--- config.mk ---
export PLATFORM = sky130hd
export DESIGN_NAME = bnn_param_loader
export DESIGN_NICKNAME = d
export VERILOG_FILES = /design/src/rtl/bnn_param_loader.sv
export SDC_FILE = /design/constraint.sdc
export NUM_CORES = 1
export LEC_CHECK = 0
export ABC_AREA = 1
export CAP_MARGIN = 20
export CORE_ASPECT_RATIO = 1.25
export CORE_MARGIN = 3
export CORE_UTILIZATION = 52
export DETAILED_ROUTE_END_ITERATION = 12
export GPL_ROUTABILITY_DRIVEN = 1
export GPL_TIMING_DRIVEN = 1
export HOLD_SLACK_MARGIN = 0.03
export PLACE_DENSITY_LB_ADDON = 0.08
export SLEW_MARGIN = 20
export SYNTH_ARGS = -nofsm -noshare
export SYNTH_HDL_FRONTEND = slang
export SYNTH_SLANG_ARGS = --single-unit
--- constraint.sdc ---
create_clock -name clk -period 5.4 [get_ports clk]
set_input_delay 1.35 -clock clk [delete_from_list [all_inputs] [get_ports clk]]
set_output_delay 1.35 -clock clk [all_outputs]
set_load 0.02 [all_outputs]
--- src/rtl/bnn_param_loader.sv ---
// Parameter loader for the 8-8-4 BNN: nibble stream -> neuron {weight, threshold} writes.
// Define BNN_LOADER_CSUM_EN to require a trailing XOR checksum nibble per sequence.
module bnn_param_loader #(
    parameter int NUM_NEURONS = 20,
    parameter int IDX_W       = 5
) (
    input  logic             clk,
    input  logic             reset,
    input  logic             ena,
    input  logic             start,
    input  logic             abort,
    input  logic             nib_valid,
    input  logic [3:0]       nib_data,
    output logic             nib_ready,
    output logic             wr_en,
    output logic [IDX_W-1:0] wr_idx,
    output logic [7:0]       wr_weight,
    output logic [3:0]       wr_thresh,
    output logic             busy,
    output logic             infer_hold,
    output logic             done,
    output logic             err
);

`ifdef BNN_LOADER_CSUM_EN
    typedef enum logic [2:0] {
        S_IDLE, S_W_LO, S_W_HI, S_THR, S_COMMIT, S_DONE, S_CSUM
    } state_t;
`else
    typedef enum logic [2:0] {
        S_IDLE, S_W_LO, S_W_HI, S_THR, S_COMMIT, S_DONE
    } state_t;
`endif

    localparam logic [IDX_W-1:0] LAST = IDX_W'(NUM_NEURONS - 1);

    state_t           state_q, state_d;
    logic [IDX_W-1:0] idx_q, idx_d;
    logic [3:0]       lo_q, lo_d, hi_q, hi_d, thr_q, thr_d;
    logic             err_q, err_d;
    logic [IDX_W-1:0] wr_idx_q;
    logic [7:0]       wr_weight_q;
    logic [3:0]       wr_thresh_q;
    logic             rx_state, xfer, commit, done_c;
`ifdef BNN_LOADER_CSUM_EN
    logic [3:0]       csum_q, csum_d;
`endif

    always_comb begin
        rx_state = (state_q == S_W_LO) || (state_q == S_W_HI) || (state_q == S_THR);
`ifdef BNN_LOADER_CSUM_EN
        rx_state = rx_state || (state_q == S_CSUM);
`endif
    end

    assign nib_ready = ena & ~reset & rx_state;
    assign xfer      = nib_valid & nib_ready;

    always_comb begin
        state_d = state_q;
        idx_d   = idx_q;
        lo_d    = lo_q;
        hi_d    = hi_q;
        thr_d   = thr_q;
        err_d   = err_q;
        commit  = 1'b0;
        done_c  = 1'b0;
`ifdef BNN_LOADER_CSUM_EN
        csum_d  = csum_q;
        if (xfer && state_q != S_CSUM) csum_d = csum_q ^ nib_data;
`endif
        // abort outranks any transfer, commit or done in the same cycle
        if (ena && abort && state_q != S_IDLE) begin
            state_d = S_IDLE;
            err_d   = 1'b1;
        end else if (ena) begin
            unique case (state_q)
                S_IDLE: if (start) begin
                    state_d = S_W_LO;
                    idx_d   = '0;
                    err_d   = 1'b0;
`ifdef BNN_LOADER_CSUM_EN
                    csum_d  = '0;
`endif
                end
                S_W_LO: if (xfer) begin
                    lo_d    = nib_data;
                    state_d = S_W_HI;
                end
                S_W_HI: if (xfer) begin
                    hi_d    = nib_data;
                    state_d = S_THR;
                end
                S_THR: if (xfer) begin
                    thr_d   = nib_data;
                    state_d = S_COMMIT;
                end
                S_COMMIT: begin
                    commit = 1'b1;
                    if (idx_q == LAST) begin
`ifdef BNN_LOADER_CSUM_EN
                        state_d = S_CSUM;
`else
                        state_d = S_DONE;
`endif
                    end else begin
                        idx_d   = idx_q + IDX_W'(1);
                        state_d = S_W_LO;
                    end
                end
                S_DONE: begin
                    done_c  = 1'b1;
                    state_d = S_IDLE;
                end
`ifdef BNN_LOADER_CSUM_EN
                S_CSUM: if (xfer) begin
                    if (nib_data != csum_q) err_d = 1'b1;
                    state_d = S_DONE;
                end
`endif
                default: state_d = S_IDLE;
            endcase
        end
    end

    always_ff @(posedge clk) begin
        if (reset) begin
            state_q     <= S_IDLE;
            idx_q       <= '0;
            lo_q        <= '0;
            hi_q        <= '0;
            thr_q       <= '0;
            err_q       <= 1'b0;
            wr_idx_q    <= '0;
            wr_weight_q <= '0;
            wr_thresh_q <= '0;
        end else begin
            state_q <= state_d;
            idx_q   <= idx_d;
            lo_q    <= lo_d;
            hi_q    <= hi_d;
            thr_q   <= thr_d;
            err_q   <= err_d;
            if (wr_en) begin
                wr_idx_q    <= idx_q;
                wr_weight_q <= {hi_q, lo_q};
                wr_thresh_q <= thr_q;
            end
        end
    end

`ifdef BNN_LOADER_CSUM_EN
    always_ff @(posedge clk) begin
        if (reset) csum_q <= '0;
        else       csum_q <= csum_d;
    end
`endif

    // record is visible during the commit cycle, then held until the next one
    assign wr_en      = commit & ~reset;
    assign wr_idx     = wr_en ? idx_q : wr_idx_q;
    assign wr_weight  = wr_en ? {hi_q, lo_q} : wr_weight_q;
    assign wr_thresh  = wr_en ? thr_q : wr_thresh_q;
    assign done       = done_c & ~reset;
    assign busy       = (state_q != S_IDLE);
    assign infer_hold = busy;
    assign err        = err_q;

endmodule
-- Word-level counts from Yosys, hierarchy flattened
Cells that the tools add are included.
- add/subtract/negate cells: 1
- equality and inequality tests: 11
- multiplexer cells: 22
- bitwise logic cells: 7
- reduce and logical (&&, ||, !) cells: 17
- operator list (cell ; count):
    3-bit 2-to-1 mux ; 5
    5-bit 2-to-1 mux ; 3
    3-bit one-hot mux with 5 select lines ; 1
    4-bit AND reduction ; 3
    1-bit 2-to-1 mux ; 10
    2-bit != test (second input constant) ; 5
    5-bit one-hot mux with 2 select lines ; 1
    5-bit AND reduction ; 2
    8-bit 2-to-1 mux ; 1
    2-bit nonzero test ; 4
    3-bit by 2-bit == test with 1-bit output (second input constant) ; 2
    3-bit == test (second input constant) ; 2
    5-bit by 1-bit adder with 5-bit output (second input constant) ; 1
    1-bit AND ; 5
    5-bit == test (second input constant) ; 1
    4-bit 2-to-1 mux ; 1
    3-bit by 1-bit == test with 1-bit output (second input constant) ; 1
    3-bit zero test ; 1
    3-bit AND reduction ; 1
    3-bit nonzero test ; 1
    1-bit logical AND ; 2
    1-bit logical OR ; 2
    1-bit NOT ; 2
    2-bit OR reduction ; 1
- register bits: 38
- bits of input ports: 10
- output and inout bits: 23
- word-level logic and storage cells: 67

-- Longest topological paths before layout
- depth in word-level cells: 7
- gate-level depth with buffers: 9
- depth with buffers taken out: 9

-- Worst setup path after synthesis
OpenSTA, ideal clock, no wires.
- kind: input -> output
- start point: input reset
- end point: output nib_ready
- arrival: 2.435 ns
- required time: 4.050 ns
- path slack: 1.615 ns
- stages: 3
- path buffers: 2
- path through: buf_2 -> buf_1 -> nor4_1
- word-level cells in the longest chain between the ends: 3
- ends and longest elaborated chain (item ; line ; source):
    start, declared ; 8 ; input logic reset,
    1-bit NOT ; 56 ; assign nib_ready = ena & ~reset & rx_state;
    1-bit AND (2 in series) ; 56 ;
    end, declared ; 14 ; output logic nib_ready,
No other way between the ends.

-- Final worst setup path
- start point: input ena
- end point: output wr_weight[6]
- word-level cells in the longest chain between the ends: 5
- elaborated cells between the ends (all ways): 6
- ends and longest elaborated chain (item ; line ; source):
    start, declared ; 9 ; input logic ena,
    1-bit logical AND (2 in series) ; 73 ; if (ena && abort && state_q != S_IDLE) begin
    1-bit 2-to-1 mux (*) ; 73 ;
    1-bit AND (*) ; 160 ; assign wr_en = commit & ~reset;
    8-bit 2-to-1 mux (*) ; - ;
    end, declared ; 17 ; output logic [7:0] wr_weight,
Every way passes the cells marked *; elsewhere a longest branch is shown, timed or not.

==> key figures <==
Detailed routing
  – DRC viols: 0
  – DR WL/cell: roughly 11 microns
  – Wire length on met1: just under 2000 microns
  – Met2 WL post-DR: 1770 microns
  – Met3 WL: around 130 microns
  – Starting DRT DRC Count: 75
  – Final wirelength: slightly below 4000 microns
  – Vias: roughly 1,800
  – DR vias/cell: approximately 4.9
  – DRT antenna net count: 0
  – First drt pass iteration count: 4
  – Top layer in use: met4

Clock tree
  – Clock sink count: 38
  – Root Driver: clkbuf_8
  – CTS clk-pin slew, worst paths: 0.07 ns
  – H-Tree Depth: 2
  – Clock buffer depth: 2
  – # hold bufs at CTS: 0
  – Worst skew pair latency: ~0.28 ns
  – Resized Gates After CTS: 0
  – Total CTS buffers: 5
  – Post-CTS setup buffer count: 0
  – CTS tree: yes

Cells and area
  – Diode count: 0
  – Area Overhead vs Synth: 20.8%
  – Ratio of cells with drive above 1 in the final layout: about 8.4%
  – Nets: 334
  – Number of fillers in the final layout: around 330

Global routing
  – Initial antenna violation count: 0
  – Grt ovf: 0
  – Total GRT Usage: approximately 18%
  – Vias in the first global route: between 1,500 and 2,000
  – Largest net degree at the start of global routing: 34
  – First-pass GRT wire length: approximately 6500 microns

Logic synthesis
  – Cell Area, Synth: slightly above 0.002 sq mm
  – Ranking of synthesized cells by area: dfxtp_1 38%, nand2_1 11%, nor2_1 11%
  – Yosys warns: 0
  – Synth top area share: 37.8%
  – Synth cell types: 30
  – Mean Syn Cell Area: around 7 sq um
  – Sequential fraction of the synthesis area: a little under two fifths
  – Synthesized flop and latch total: 38
  – Syn nets: approximately 300
  – Post-synth top area cell: dfxtp_1
  – Cell count after synthesis: just under 300

Status
  – Status: finished, final reports clean

STA
  – Max Freq: 0.205 GHz
  – # setup viols final: 0
  – Clock skew: roughly 0.0031 ns
  – Fin crit share: between 90% and 100%
  – RSZ-0062 raised after global routing: no
  – Slew HR: 60.8%
  – Final-report hold violation count: 0
  – Fin. max-slew vios: 0
  – Slew @ Worst Pin: approximately 0.59 ns
  – Setup ws final: between 0.5 and 0.6 ns
  – Fin crit period: 4.88 ns
  – Setup TNS: 0 ns

Worst setup path
  – Crit. End Element: output pin
  – Worst endpoint required time: just over 4 ns
  – Crit start category: input pin
  – CP Data Arrival Time: 3.53 ns
  – CP max FO: 19
  – Critical path class: in2out

Floorplanning
  – I/O pins: 33
  – Initial core utilization: 55.9%
  – Die H: 75.6 microns
  – # rows: 24
  – Die area: between 0.004 and 0.005 sq mm
  – Die X-Extent: between 60 and 70 microns
  – Core box area: roughly 0.0036 sq mm

Place
  – DP Worst Slack: 0.496 ns
  – Final GP Congestion: between 0.8 and 0.9
  – Final HPWL DP: between 2000 and 3000 microns
  – Buffers added on ports: 32

Power and ir drop
  – Pwr Density: ~320 mW/mm^2
  – Max IR drop VDD: 239 uV
  – Total power: 0.780 mW
  – Leakage: around 1.1 nW

Hold path
  – Hold Path Class: reg2reg

Flow run
  – Max_cap viols: 0
-- cell families after synthesis --
kind of cell	count (synthesis)	synth area share (%)
XOR/XNOR	1	0.435
AO/OA/AOI/OAI	42	12.8
flip-flops	38	37.8
AND/OR/NAND/NOR	154	35.2
adder cells (fa/ha/maj)	1	0.621
buffers and inverters	59	13.1
-- sequential cells by signal, summed over array words and instances (netlist names) --
name and flops:
wr_weight_q 8, idx_q 5, wr_idx_q 5, hi_q 4
lo_q 4, thr_q 4, wr_thresh_q 4, state_q 3
err 1
-- path summary, 6_finish.rpt --
kind / start / to / slack [ns] / cells after the start
max: ena / wr_weight[6] / 0.52 / 10
min: lo_q[1] / lo_q[1] / 0.49 / 2
min reg2reg: lo_q[1] / lo_q[1] / 0.49 / 2
max reg2reg: state_q[1] / wr_weight_q[6] / 3.64 / 8
-- placed cells by master, fill, tap and decap left out --
| master | Yosys | final |
|---|---|---|
| a21oi_1 | 11 | 11 |
| a31oi_1 | 1 | 1 |
| buf_12 | 1 | 1 |
| bufinv_16 | 0 | 1 |
| clkbuf_8 | 0 | 6 |
| clkdlybuf4s50_1 | 0 | 32 |
| clkinv_4 | 1 | 1 |
| dfxtp_1 | 38 | 38 |
| ha_1 | 1 | 1 |
| inv_1 | 45 | 45 |
| inv_2 | 1 | 1 |
| nand2_1 | 57 | 57 |
| nand2_2 | 9 | 9 |
| nand2_4 | 3 | 3 |
| nand3_1 | 10 | 10 |
| nand3_4 | 1 | 1 |
| nand3b_1 | 4 | 4 |
| nand4_1 | 4 | 4 |
| nor2_1 | 57 | 57 |
| nor2_2 | 1 | 1 |
| nor2_4 | 1 | 1 |
| nor2_8 | 1 | 1 |
| nor3_1 | 5 | 5 |
| nor4_1 | 1 | 1 |
| o21ai_0 | 12 | 12 |
| o21ai_2 | 1 | 1 |
| o21bai_1 | 17 | 17 |
| xnor2_1 | 1 | 1 |
-- metrics by stage --
step                      cells  hold slack, ns  utilization, %  area [sq um]
after CTS                   362           0.493            67.5          2430
after detailed placement    355           0.474            64.4          2320
after global placement      355           0.465            64.4          2320
final                       362           0.490            67.5          2430
after floorplan             295           0.452               -          2010
after global routing        362           0.541            67.5          2430
-- cell type report --
| class | count | area (sq um) | share of cell area [%] |
|---|---|---|---|
| multi-input combinational | 198 | 988 | 40.6 |
| sequential | 38 | 761 | 31.3 |
| timing repair buffer | 33 | 340 | 14.0 |
| inverter | 47 | 181 | 7.46 |
| clock buffer | 6 | 82.6 | 3.40 |
| tap | 39 | 48.8 | 2.01 |
| clock inverter | 1 | 30.0 | 1.23 |
-- report_power, final --
group          internal (mW)  total, mW  switching [mW]
sequential             0.296      0.313          0.0168
combinational         0.0879      0.224           0.136
clock                  0.148      0.243          0.0952
total                  0.532      0.780           0.248
-- worst max-delay path: stages --
cell,delay (ns)
clkdlybuf4s50_1,0.52
nand2_1,0.14
inv_1,0.08
nand2_4,0.09
nand3_4,0.22
nor2_8,0.34
nand2_1,0.10
nand2_1,0.11
inv_1,0.04
clkdlybuf4s50_1,0.52
-- metal layers --
metal	vias up	track usage, %
met2	33	29.5
met3	7	3.22
li1	965	-
met5	-	0
met1	766	23.6
met4	0	7.78
-- Yosys cell counts, drive strengths merged --
cell type / number
nand3: 11
nor3: 5
dfxtp: 38
xnor2: 1
ha: 1
clkinv: 1
a31oi: 1
buf: 7
nand2: 69
inv: 46
clkbuf: 5
o21ai: 13
a21oi: 11
nand4: 4
nor4: 1
nor2: 60
o21bai: 17
nand3b: 4
Note: power is estimated with default switching activity, not from simulation.
